File: config.mk
export PLATFORM = sky130hd
export DESIGN_NAME = spm_seq_ctrl_flat
export DESIGN_NICKNAME = d
export VERILOG_FILES = /design/src/rtl/spm_pkg.sv /design/src/rtl/spm_seq_ctrl_if.sv /design/src/rtl/spm_deser.sv /design/src/rtl/spm_seq_ctrl.sv /design/src/flat_wrapper.sv
export SDC_FILE = /design/constraint.sdc
export NUM_CORES = 1
export LEC_CHECK = 0
export CAP_MARGIN = 20
export CORE_AREA = 2 2 78 154
export DETAILED_ROUTE_END_ITERATION = 7
export DIE_AREA = 0 0 80 156
export PLACE_DENSITY = 0.8
export REMOVE_ABC_BUFFERS = 1
export SETUP_SLACK_MARGIN = 0.5
export SYNTH_ARGS = -nofsm -noshare
export SYNTH_HDL_FRONTEND = slang
export SYNTH_HIERARCHICAL = 1
export SYNTH_SLANG_ARGS = --single-unit
File: constraint.sdc
create_clock -name clk -period 4.55 [get_ports clk]
set_clock_uncertainty 0.05 [all_clocks]
set_input_delay 0.455 -clock clk [delete_from_list [all_inputs] [get_ports clk]]
set_output_delay 0.455 -clock clk [all_outputs]
set_load 0.02 [all_outputs]
File: src/rtl/spm_pkg.sv
// Shared types and helpers for the serial-parallel multiplier sequencer.
// Holds the FSM state encoding and the bit-counter width function.
package spm_pkg;

  typedef enum logic [1:0] {
    IDLE  = 2'd0,
    CLEAR = 2'd1,
    SHIFT = 2'd2,
    DONE  = 2'd3
  } spm_state_t;

  // Counter must reach 2N+LAT without wrapping.
  function automatic int spm_cnt_w(input int n, input int lat);
    return $clog2(2 * n + lat + 1);
  endfunction

endpackage

File: src/rtl/spm_seq_ctrl_if.sv
// Request/response bundle between the datapath and the multiply sequencer.
// master: start, mcand, mplier out; busy, done, product in. slave: mirrored.
interface spm_seq_ctrl_if #(
  parameter int N = 32
);

  logic           start;
  logic [N-1:0]   mcand;
  logic [N-1:0]   mplier;
  logic           busy;
  logic           done;
  logic [2*N-1:0] product;

  modport master (
    output start, mcand, mplier,
    input  busy, done, product
  );

  modport slave (
    input  start, mcand, mplier,
    output busy, done, product
  );

endinterface

File: src/rtl/spm_deser.sv
// W-bit shift-in register: new bit enters at the MSB, contents move right.
// Ports: clk_i, rst_i (sync, high), clr_i, en_i, din_i in; q_o out.
module spm_deser #(
  parameter int W = 64
) (
  input  logic         clk_i,
  input  logic         rst_i,
  input  logic         clr_i,
  input  logic         en_i,
  input  logic         din_i,
  output logic [W-1:0] q_o
);

  logic [W-1:0] data_q;

  always_ff @(posedge clk_i) begin
    if (rst_i || clr_i) begin
      data_q <= '0;
    end else if (en_i) begin
      data_q <= {din_i, data_q[W-1:1]};
    end
  end

  assign q_o = data_q;

endmodule

File: src/rtl/spm_seq_ctrl.sv
// Sequencer wrapping a serial-parallel multiplier core as a start/done unit.
// Ports: clk, rst (sync, high), bus (slave: start/mcand/mplier/busy/done/
// product), spm_rst/spm_x/spm_y to the core, spm_prod from the core.
// Build option SPM_SEQ_CTRL_OVF_EN adds output ovf (result exceeds N bits).
module spm_seq_ctrl
  import spm_pkg::*;
#(
  parameter int N       = 32,
  parameter int SPM_LAT = 1
) (
  input  logic         clk,
  input  logic         rst,
  spm_seq_ctrl_if.slave bus,
  output logic         spm_rst,
  output logic [N-1:0] spm_x,
  output logic         spm_y,
  input  logic         spm_prod
`ifdef SPM_SEQ_CTRL_OVF_EN
  ,
  output logic         ovf
`endif
);

  localparam int W  = 2 * N;
  localparam int CW = spm_cnt_w(N, SPM_LAT);
  localparam int IW = $clog2(N);
  localparam logic [CW-1:0] LAST = CW'(W + SPM_LAT - 1);
  localparam logic [CW-1:0] LAT  = CW'(SPM_LAT);

  spm_state_t    state_q;
  logic [CW-1:0] cnt_q;
  logic [N-1:0]  x_q;
  logic [N-1:0]  mreg_q;
  logic          y_q;
  logic          busy_q;
  logic          done_q;
  logic [W-1:0]  prod;

  logic          accept;
  logic          sh_en;
  logic [CW-1:0] cnt_nx;
  logic          y_nx;

  assign accept = (state_q == IDLE) && bus.start;
  assign sh_en  = (state_q == SHIFT) && (cnt_q >= LAT);
  assign cnt_nx = (state_q == SHIFT) ? cnt_q + CW'(1) : '0;

  // spm_y is registered, so it is prepared for the count of the next
  // cycle: multiplier bits, then sign extension, then zero flush.
  always_comb begin
    y_nx = 1'b0;
    if (cnt_nx < CW'(N)) begin
      y_nx = mreg_q[cnt_nx[IW-1:0]];
    end else if (cnt_nx < CW'(W)) begin
      y_nx = mreg_q[N-1];
    end
  end

  always_ff @(posedge clk) begin
    if (rst) begin
      state_q <= IDLE;
      cnt_q   <= '0;
      x_q     <= '0;
      mreg_q  <= '0;
      y_q     <= 1'b0;
      busy_q  <= 1'b0;
      done_q  <= 1'b0;
    end else begin
      unique case (state_q)
        IDLE: begin
          done_q <= 1'b0;
          if (bus.start) begin
            x_q     <= bus.mcand;
            mreg_q  <= bus.mplier;
            busy_q  <= 1'b1;
            state_q <= CLEAR;
          end
        end
        CLEAR: begin
          cnt_q   <= '0;
          y_q     <= y_nx;
          state_q <= SHIFT;
        end
        SHIFT: begin
          cnt_q <= cnt_nx;
          if (cnt_q == LAST) begin
            y_q     <= 1'b0;
            busy_q  <= 1'b0;
            done_q  <= 1'b1;
            state_q <= DONE;
          end else begin
            y_q <= y_nx;
          end
        end
        DONE: begin
          done_q  <= 1'b0;
          state_q <= IDLE;
        end
        default: state_q <= IDLE;
      endcase
    end
  end

  spm_deser #(
    .W(W)
  ) u_deser (
    .clk_i (clk),
    .rst_i (rst),
    .clr_i (accept),
    .en_i  (sh_en),
    .din_i (spm_prod),
    .q_o   (prod)
  );

`ifdef SPM_SEQ_CTRL_OVF_EN
  logic       ovf_q;
  logic [N:0] top_nx;

  // Top N+1 bits of the product as they will be after the final shift,
  // so ovf is valid together with done.
  assign top_nx = {spm_prod, prod[W-1:N]};

  always_ff @(posedge clk) begin
    if (rst || accept) begin
      ovf_q <= 1'b0;
    end else if (state_q == SHIFT && cnt_q == LAST) begin
      ovf_q <= !((top_nx == '0) || (top_nx == '1));
    end
  end

  assign ovf = ovf_q;
`endif

  assign spm_rst     = rst || (state_q == CLEAR);
  assign spm_x       = x_q;
  assign spm_y       = y_q;
  assign bus.busy    = busy_q;
  assign bus.done    = done_q;
  assign bus.product = prod;

endmodule

File: src/flat_wrapper.sv
// flat-port wrapper written by rule: the top's interface ports become plain ports
module spm_seq_ctrl_flat import spm_pkg::*;
#(
  parameter int N       = 32,
  parameter int SPM_LAT = 1
)
  (clk, rst, spm_rst, spm_x, spm_y, spm_prod, bus_start, bus_mcand, bus_mplier, bus_busy, bus_done, bus_product);
  spm_seq_ctrl_if #(.N(N)) bus_i ();
  input  logic clk;
  input  logic rst;
  output logic spm_rst;
  output logic [N-1:0] spm_x;
  output logic spm_y;
  input  logic spm_prod;
  input wire logic [$bits(bus_i.start)-1:0] bus_start;
  input wire logic [$bits(bus_i.mcand)-1:0] bus_mcand;
  input wire logic [$bits(bus_i.mplier)-1:0] bus_mplier;
  output wire logic [$bits(bus_i.busy)-1:0] bus_busy;
  output wire logic [$bits(bus_i.done)-1:0] bus_done;
  output wire logic [$bits(bus_i.product)-1:0] bus_product;
  assign bus_i.start = bus_start;
  assign bus_i.mcand = bus_mcand;
  assign bus_i.mplier = bus_mplier;
  assign bus_busy = bus_i.busy;
  assign bus_done = bus_i.done;
  assign bus_product = bus_i.product;
  spm_seq_ctrl #(.N(N), .SPM_LAT(SPM_LAT)) u_core (.clk(clk), .rst(rst), .bus(bus_i), .spm_rst(spm_rst), .spm_x(spm_x), .spm_y(spm_y), .spm_prod(spm_prod));
endmodule
; ---- Yosys cells after proc, flatten, opt, wreduce, memory -nomap -nowiden
; Cells that the tools add are included.
[totals]
reg_bits = 140
out_inout_bits = 100
elab_cells = 48
[op_classes]
n_addsub = 1
magnitude_cmp = 4
n_eq_ne = 6
muxes = 16
n_reduce_logical = 13
[op_table]
columns = op, n
row1 = $pmux 7 s2, 1
row2 = $pmux 2 s4, 1
row3 = $add 7x1->7 const B, 1
row4 = $eq 7x7->1 const B, 1
row5 = $ge 7x1->1 const B, 1
row6 = $lt 7x6->1 const B, 1
row7 = $lt 7x7->1 const B, 1
row8 = $mux 1, 7
row9 = $mux 7, 1
row10 = $lt 5x6->1 const B, 1
row11 = $pmux 1 s2, 3
row12 = $reduce_and 2->1, 3
row13 = $reduce_bool 2->1, 3
row14 = $bmux 1 s5, 1
row15 = $eq 2x2->1 const B, 2
row16 = $mux 2, 2
row17 = $ne 2x2->1 const B, 2
row18 = $reduce_and 3->1, 1
row19 = $eq 2x1->1 const B, 1
row20 = $logic_and 1x1->1, 2
row21 = $logic_not 2->1, 1
row22 = $logic_or 1x1->1, 2
row23 = $reduce_or 2->1, 1

; ---- Longest topological paths before layout
; Gate-level depths: netlist (run 1).
[logic_depth]
ltp_word = 7
mapped_depth = 9
mapped_depth_nobuf = 8

; ---- Modules after synthesis
; Netlist (run 1), hierarchy kept.
[modules_own_cells]
columns = mod, instances, cells_each, area_per_inst_um2, seq_area_each_um2
row1 = spm_seq_ctrl, 1, 384, 3176.8, 1521.5
row2 = spm_deser, 1, 207, 2348.5, 1281.2

; ---- Least setup slack after synthesis (run 1)
; No wires, ideal clock.
[synth_timing]
path_type = register to register
startpoint = register u_core.cnt_q[0]
endpoint = register u_core.y_q (netlist: u_core/spm_y)
setup_ps = 122
t_arrival_ps = 1914
required_time_ps = 4378
path_slack_ps = 2464
path_stages_with_launch = 9
synth_period_minus_slack_ps = 2086
cell_sequence = dfxtp_1 > inv_1 > ha_1 > nand2_2 > mux4_2 > mux2i_1 > mux2i_1 > nor4_1 > nor2_1
[synth_via]
elab_chain_len = 7
[synth_lines]
columns = element, line
row1 = from (decl), spm_seq_ctrl.sv:31  ; logic [CW-1:0] cnt_q;
row2 = from (signal assigned), spm_seq_ctrl.sv:85  ; cnt_q <= cnt_nx;
row3 = $add 7x1->7, spm_seq_ctrl.sv:46  ; assign cnt_nx = (state_q == SHIFT) ? cnt_q + CW'(1) : '0;
row4 = $mux 7, spm_seq_ctrl.sv:46
row5 = $lt 7x7->1 / $bmux 1 s5 (equally long branches), "spm_seq_ctrl.sv:54, spm_seq_ctrl.sv:53"
row6 = "$mux 1, on equally long branches", "spm_seq_ctrl.sv:54, spm_seq_ctrl.sv:53"
row7 = $mux 1, spm_seq_ctrl.sv:52  ; if (cnt_nx < CW'(N)) begin
row8 = $mux 1, spm_seq_ctrl.sv:86  ; if (cnt_q == LAST) begin
row9 = $pmux 1 s2 (*), spm_seq_ctrl.sv:69  ; unique case (state_q)
row10 = to (signal assigned), spm_seq_ctrl.sv:81  ; y_q <= y_nx;
row11 = to (signal assigned), spm_seq_ctrl.sv:92  ; y_q <= y_nx;
row12 = to (decl), spm_seq_ctrl.sv:34  ; logic y_q;
; Mark *: on every way between the ends. The rest lies on a longest branch, timed or not. The select of a mux whose other input is x is not followed.
; A chain may end at the register's enable or synchronous reset.

; ---- Worst setup path in the final report (run 1)
[layout_timing]
startpoint = register u_core.state_q[0]
endpoint = register u_core.y_q (netlist: u_core/spm_y)
[layout_via]
elab_chain_len = 7
[layout_lines]
columns = element, line
row1 = from (decl), spm_seq_ctrl.sv:30  ; spm_state_t state_q;
row2 = from (signal assigned), spm_seq_ctrl.sv:61  ; state_q <= IDLE;
row3 = from (signal assigned), spm_seq_ctrl.sv:76  ; state_q <= CLEAR;
row4 = from (signal assigned), spm_seq_ctrl.sv:82  ; state_q <= SHIFT;
row5 = $eq 2x2->1, "spm_seq_ctrl.sv:46, spm_seq_ctrl.sv:69"
row6 = $mux 7, spm_seq_ctrl.sv:46
row7 = $lt 7x7->1 / $bmux 1 s5 (equally long branches), "spm_seq_ctrl.sv:54, spm_seq_ctrl.sv:53"
row8 = "$mux 1, on equally long branches", "spm_seq_ctrl.sv:54, spm_seq_ctrl.sv:53"
row9 = $mux 1, spm_seq_ctrl.sv:52
row10 = $mux 1, spm_seq_ctrl.sv:86
row11 = $pmux 1 s2, spm_seq_ctrl.sv:69
; Several ways; a longest one is shown, not always the timed one. The select of a mux whose other input is x is not followed.

==> results of run 1 <==
==> cells by family after synthesis <==
kind of cell	count (synthesis)	synth area share
buffers and inverters	46	0.05503
adders and majority gates	8	0.01812
AOI/OAI and AO/OA	77	0.07496
and+or+nand+nor	232	0.1678
DFF	140	0.5072
xor gates and xnor gates	3	0.004756
muxes	85	0.1721
==> synth_stat cells, types with 2 or more instances <==
| master | number | share of area |
|---|---|---|
| a21oi_1 | 67 | 0.061 |
| buf_1 | 4 | 0.0027 |
| buf_2 | 3 | 0.0027 |
| buf_6 | 8 | 0.016 |
| buf_8 | 6 | 0.016 |
| clkbuf_1 | 19 | 0.013 |
| dfxtp_1 | 140 | 0.51 |
| ha_1 | 8 | 0.018 |
| inv_1 | 6 | 0.0041 |
| mux2i_1 | 77 | 0.14 |
| mux4_2 | 8 | 0.033 |
| nand2_1 | 132 | 0.090 |
| nand2b_1 | 2 | 0.0023 |
| nand3_1 | 4 | 0.0036 |
| nor2_1 | 78 | 0.053 |
| nor3_1 | 2 | 0.0018 |
| nor4_1 | 4 | 0.0045 |
| o21a_1 | 2 | 0.0027 |
| xor2_1 | 3 | 0.0048 |
==> sequential cells by signal (all words and copies together) (netlist names) <==
signal and cells:
u_core/spm_y 1, u_core/u_deser/q_o 64, u_core/bus.done 1, u_core/state_q 2, u_core/cnt_q 7, u_core/bus.busy 1, u_core/mreg_q 32, u_core/spm_x 32
==> per-stage QoR <==
stage                     instances  TNS (ns)  instance area, um2  setup slack, ns  total power (W)
after floorplan                 551    -95.08                5244           -1.486         0.002013
after global routing            896         0                7784            1.626         0.003949
after CTS                       896         0                7784            1.796         0.003811
after detailed placement        865         0                7139            1.867         0.002330
final                           896         0                7784            1.838         0.003776
after global placement          865         0                7139            1.963         0.002294
==> critical path, stage by stage (launching register included) <==
cell and delay (ns):
dfxtp_1 0.31, inv_1 0.14, ha_1 0.22, nor2b_1 0.79, mux4_2 0.60, mux2i_1 0.16
mux2i_1 0.08, nor4_1 0.17, nor2_1 0.08
==> layout make-up <==
cell class,count,area (um2),share of cell area
Sequential cell,140,2803,0.3601
Inverter,6,22.52,0.002893
Tap cell,142,177.7,0.02283
Clock inverter,9,160.2,0.02058
Clock buffer,22,484.2,0.06221
Multi-Input combinational cell,405,2432,0.3125
Timing Repair Buffer,172,1704,0.2189
==> worst paths after layout <==
kind                                          to  slack, ns  cells after the start
setup / recovery       u_core/spm_y$_SDFFE_PP0P_       1.84                      8
hold / removal    u_core/mreg_q[30]$_SDFFE_PP0P_       0.40                      2
setup reg to reg       u_core/spm_y$_SDFFE_PP0P_       1.84                      8
hold reg to reg   u_core/mreg_q[30]$_SDFFE_PP0P_       0.40                      2
==> metal layers <==
metal	routed length, um	part of all wire	up-vias
li1	-	-	2273
met1	4846	0.37	2132
met2	6975	0.54	174
met3	838	0.065	20
met4	264	0.020	0
met5	0	0	-
==> where the power goes <==
| part | internal [W] | leakage [nW] | switching (W) |
|---|---|---|---|
| logic | 0.000376 | 1.31 | 0.000519 |
| registers | 0.00134 | 1.14 | 0.0000697 |
| clock network | 0.000975 | 0.305 | 0.000493 |
| total | 0.00269 | 2.75 | 0.00108 |
==> cell usage in the layout, fill, tap and decap left out, types with 2 or more instances in the layout <==
cell             count
mux2i_1             77
clkinvlp_4           3
mux4_2               8
bufinv_16            4
inv_1                5
nand2b_1             2
or2_2                2
nand2_2              2
clkinv_4             2
nand3_1              4
o21a_1               2
ha_1                 8
nor2_1              78
nor4_1               4
xor2_1               3
clkbuf_16           17
clkdlybuf4s50_1    166
dfxtp_1            140
nor3_1               2
clkbuf_8             4
buf_4                5
a21oi_1             66
nand2_1            131
==> metrics.md, run 1 <==
| Metric | Value |
|---|---|
| Status | complete, no violations |
| Mapped Cells | ~600 |
| Fin Hold WS | 0.4023 ns |
| Worst EP required | between 4 and 5 ns |
| Core Box Area | 11290 um2 |
| Fmax | 368.7 MHz |
| Nets@finish | 818 |
| Number of global-route vias before repair | roughly 4.6k |
| Met2 GRT Util | 0.3853 |
| Seq/Total Area, Yosys | 0.5072 |
| Async SR Flop Fraction | 0 |
| Routability cong. | 0.7938 |
| Global-route wire length before repair | around 21000 um |
| Die Area | 12480 um2 |
| # DRC | 0 |
| Die width | 80 um |
| Synth Flop Type | dfxtp_1 |
| Buffer levels on the longest clock path | 2 |
| Final ANT Viol Nets | 0 |
| CP Launch Type | register |
| Min-delay src | u_core/mreg_q[30]$_SDFFE_PP0P_ |
| Yosys warnings | 6 |
| Worst vdd ir | 0.3203 mV |
| Ratio of cells with drive above 1 in the final layout | 0.07029 |
| FF-to-FF Start | u_core/state_q[0]$_SDFFE_PP0P_ |
| Via count | 4599 |
| Postcts setup bufs | 0 |
| #FFs+latches synth | 140 |
| DP HPWL | 9000 um |
| Top Usage Layer GRT | met2 |
| CTS Sinks | 140 |
| Starting DRT DRC Count | 117 |
| Initial antenna violation count | 0 |
| Global-route usage over all layers | 0.2082 |
| Cts hold-fix bufs | 0 |
| Worst Setup End Kind | register |
| Synthesized area | approximately 5500 um2 |
| Tcrit/Tclk final | 0.5961 |
| FP Rows | 55 |
| Worst-path clk slew | approximately 0.06 ns |
| Crit path launch | u_core/state_q[0]$_SDFFE_PP0P_ |
| Crit path max fanout | 9 |
| CTS tree | built |
| Initial DRT Pass Iterations | 4 |
| Layout Area Growth over Synthesis | 40.87% |
| Number of flops mapped to enable cells by yosys | 0 |
| Leak | 2.748 nW |
| Distinct cells, synth | 37 |
| Post-cts sizing count | 0 |
| Via/cell ratio | just over 5 |
| Largest net degree at the start of global routing | 79 |
| Critical Setup Path Class | reg -> reg |
| Max-Cap Viols | 0 |
| H-tree lvl count | 4 |
| Starting density of the core | 0.4896 |
| Max Slew Vio Count | 0 |
| # diodes | 0 |
| Routed wire length per instance | 14.43 um |
| Layout fillers | 912 |
| Relative slew margins | 0.3055 |
| Hold Violations, Final | 0 |
| GR met3 Demand/Resource | 0.06481 |
| CTS Buf Count | 17 |
| Setup violators final | 0 |
| Min cycle time layout | 2.712 ns |
| Met1 Resource Use GR | 0.2148 |
| Worst-skew pair later-pin latency | 0.40 ns |
| Pwr/cell area | 485.1 nW/um2 |
| Critical path arrival | 2.95 ns |
| Slew of the pin with the lowest slew margin | 1.042 ns |
| Util after Layout | 0.6897 |
| Hold WC Path Type | reg -> reg |
| Num ports | 168 |
| Buffers added on ports | 167 |
| RSZ-0062 raised after global routing | false |
| GRT overflow | 0 |
| Die Y | 156 um |
| Clock root cell | clkbuf_16 |
| Synth Area per Inst | 9.349 um2 |
| Final wirelength | 12930 um |
No activity file was read; power rests on OpenSTA's default activity.
==> inputs of run 2 (changes only) <==
CORE_AREA = 2 2 85 168   (was 2 2 78 154)
DIE_AREA = 0 0 87 170   (was 0 0 80 156)
PLACE_DENSITY = 0.71   (was 0.8)
clock period = 2.3 ns   (was 4.55 ns; I/O delays follow)
==> metrics.md, run 2 (synthesis results as in run 1) <==
| Metric | Value |
|---|---|
| Status | complete, no violations |
| Clock root cell | clkbuf_16 |
| Critical path arrival | roughly 2.2 ns |
| CTS Buf Count | 17 |
| H-tree lvl count | 4 |
| Multi-input logic area | between 2000 and 3000 um2 |
| Core Box Area | 13440 um2 |
| CTS Sinks | 140 |
| Global-route usage over all layers | 0.1927 |
| Layout fillers | 1075 |
| Die Y | 170 um |
| Starting DRT DRC Count | 157 |
| Largest net degree at the start of global routing | 65 |
| Initial DRT Pass Iterations | 4 |
| Util after Layout | 0.6359 |
| Ratio of cells with drive above 1 in the final layout | 0.1400 |
| DP HPWL | 9755 um |
| FP Rows | 60 |
| Pwr/cell area | slightly below 1000 nW/um2 |
| Relative slew margins | 0.5913 |
| Max Slew Vio Count | 0 |
| Hold WC Path Type | in -> reg |
| RSZ-0062 raised after global routing | true |
| Register Area | 2810 um2 |
| Global-route wire length before repair | 22490 um |
| Initial antenna violation count | 0 |
| Fmax | 506.7 MHz |
| Critical Setup Path Class | reg -> reg |
| Crit path launch | u_core/state_q[0]$_SDFFE_PP0P_ |
| Setup WS post-layout | about 0.33 ns |
| Worst EP required | 2.54 ns |
| Worst-path clk slew | around 0.06 ns |
| Die Area | 14790 um2 |
| Number of global-route vias before repair | 4745 |
| Leak | 3.083 nW |
| Slew of the pin with the lowest slew margin | 0.6130 ns |
| Routed wire length per instance | 17.53 um |
| Crit path max fanout | 11 |
| Cts hold-fix bufs | 0 |
| Num ports | 168 |
| Final ANT Viol Nets | 0 |
| Commonest non-fill, non-tap cell in the layout | clkdlybuf4s50_1 |
| # diodes | 0 |
| Starting density of the core | 0.4112 |
| Max reg flops | 64 |
| Pre-CTS setup slack | 0.1413 ns |
| # DRC | 0 |
| Hold Violations, Final | 0 |
| Final Total Pwr | 0.008312 W |
| R2r setup slk | 0.33 ns |
| Tcrit/Tclk final | 0.8581 |
| Worst Setup End Kind | register |
| Most frequent cells in the layout | clkdlybuf4s50_1, dfxtp_1, nand2_1 |
| Final wirelength | 16620 um |
| FF-to-FF Start | u_core/state_q[0]$_SDFFE_PP0P_ |
| R2R Path End | u_core/spm_y$_SDFFE_PP0P_ |
| Worst vdd ir | 0.6171 mV |
| CTS tree | built |
| Via count | 4923 |
| Layout Area Growth over Synthesis | 54.66% |
| Max-Cap Viols | 0 |
| Buffers added on ports | between 150 and 200 |
| Worst setup path endpoint | u_core/spm_y$_SDFFE_PP0P_ |
| CP Launch Type | register |
| Setup violators final | 0 |
| Nets@finish | 856 |
| Worst-skew pair later-pin latency | 0.41 ns |
| Reg2Reg Depth | 9 |
| Die width | a little under 90 um |
| Min cycle time layout | slightly below 2 ns |
| Routability cong. | ~0.8 |
| Buffer levels on the longest clock path | 2 |
| Via/cell ratio | 5.193 |
| GRT overflow | 0 |
## run 2: cell types whose count changed in the layout (fill, tap and decap cells not counted), sizes merged
cell,before,now
inv,6,10
clkinv,2,4
clkinvlp,3,1
bufinv,4,5
clkdlybuf4s50,166,165
clkbuf,22,27
buf,6,36
## run 2: metrics by stage
| step | std cells | area, um2 | hold WS [ns] | setup TNS [ns] |
|---|---|---|---|---|
| final | 948 | 8546 | 0.09830 | 0 |
| after floorplan | 551 | 5244 | 0.2491 | -292.04 |
| after global placement | 886 | 7228 | 0.3920 | 0 |
| after detailed placement | 886 | 7228 | 0.3988 | 0 |
| after global routing | 948 | 8546 | 0.09405 | 0 |
| after CTS | 928 | 8093 | 0.07339 | 0 |
## run 2: area by class of cell
class | instances | area share
clock buffers | 18 | 0.05139
repair buffers | 210 | 0.2716
inverters | 6 | 0.003367
clock inverters | 14 | 0.02679
multi-input cells | 405 | 0.2953
well taps | 155 | 0.02269
flip-flops and latches | 140 | 0.3288
## run 2: power by group
part	internal (W)	switching, W	leakage, nW
Combinational	0.00115	0.00127	1.62
Clock	0.00198	0.00109	0.326
Sequential	0.00266	0.000155	1.14
Total	0.00580	0.00252	3.08
## run 2: critical path, stage by stage, from the launching register on
cell     delay (ns)
dfxtp_2        0.35
inv_4          0.06
buf_4          0.13
buf_4          0.13
ha_1           0.35
buf_4          0.22
and3b_1        0.19
o211a_1        0.13
o22ai_1        0.17
nor2_1         0.07
## run 2: worst min-delay path by stage
| stage | from | to | depth (start not counted) |
|---|---|---|---|
| finish | rst | u_core/cnt_q[2]$_SDFFE_PP0P_ | 2 |
| global route | rst | u_core/cnt_q[2]$_SDFFE_PP0P_ | 2 |
| CTS | rst | u_core/cnt_q[2]$_SDFFE_PP0P_ | 2 |
| detailed placement | u_core/spm_x[5]$_SDFFE_PP0P_ | u_core/spm_x[5]$_SDFFE_PP0P_ | 2 |
| global placement | u_core/mreg_q[20]$_SDFFE_PP0P_ | u_core/mreg_q[20]$_SDFFE_PP0P_ | 2 |
| floorplan | rst | u_core/cnt_q[1]$_SDFFE_PP0P_ | 1 |
## run 2: per-layer routing
layer | part of all wire | up-vias | track usage | wire (um)
li1 | - | 2352 | - | -
met1 | 0.34 | 2329 | 0.1860 | 5585
met2 | 0.57 | 197 | 0.3687 | 9494
met3 | 0.049 | 45 | 0.04850 | 819
met4 | 0.043 | 0 | 0.08560 | 716
met5 | 0 | - | 0 | 0
## run 2: repair_timing
action	in CTS	in global routing
pin swaps	4	8
resized for setup	22	36
cloned	2	12
buffers inserted	8	8
setup endpoints to repair	69	82
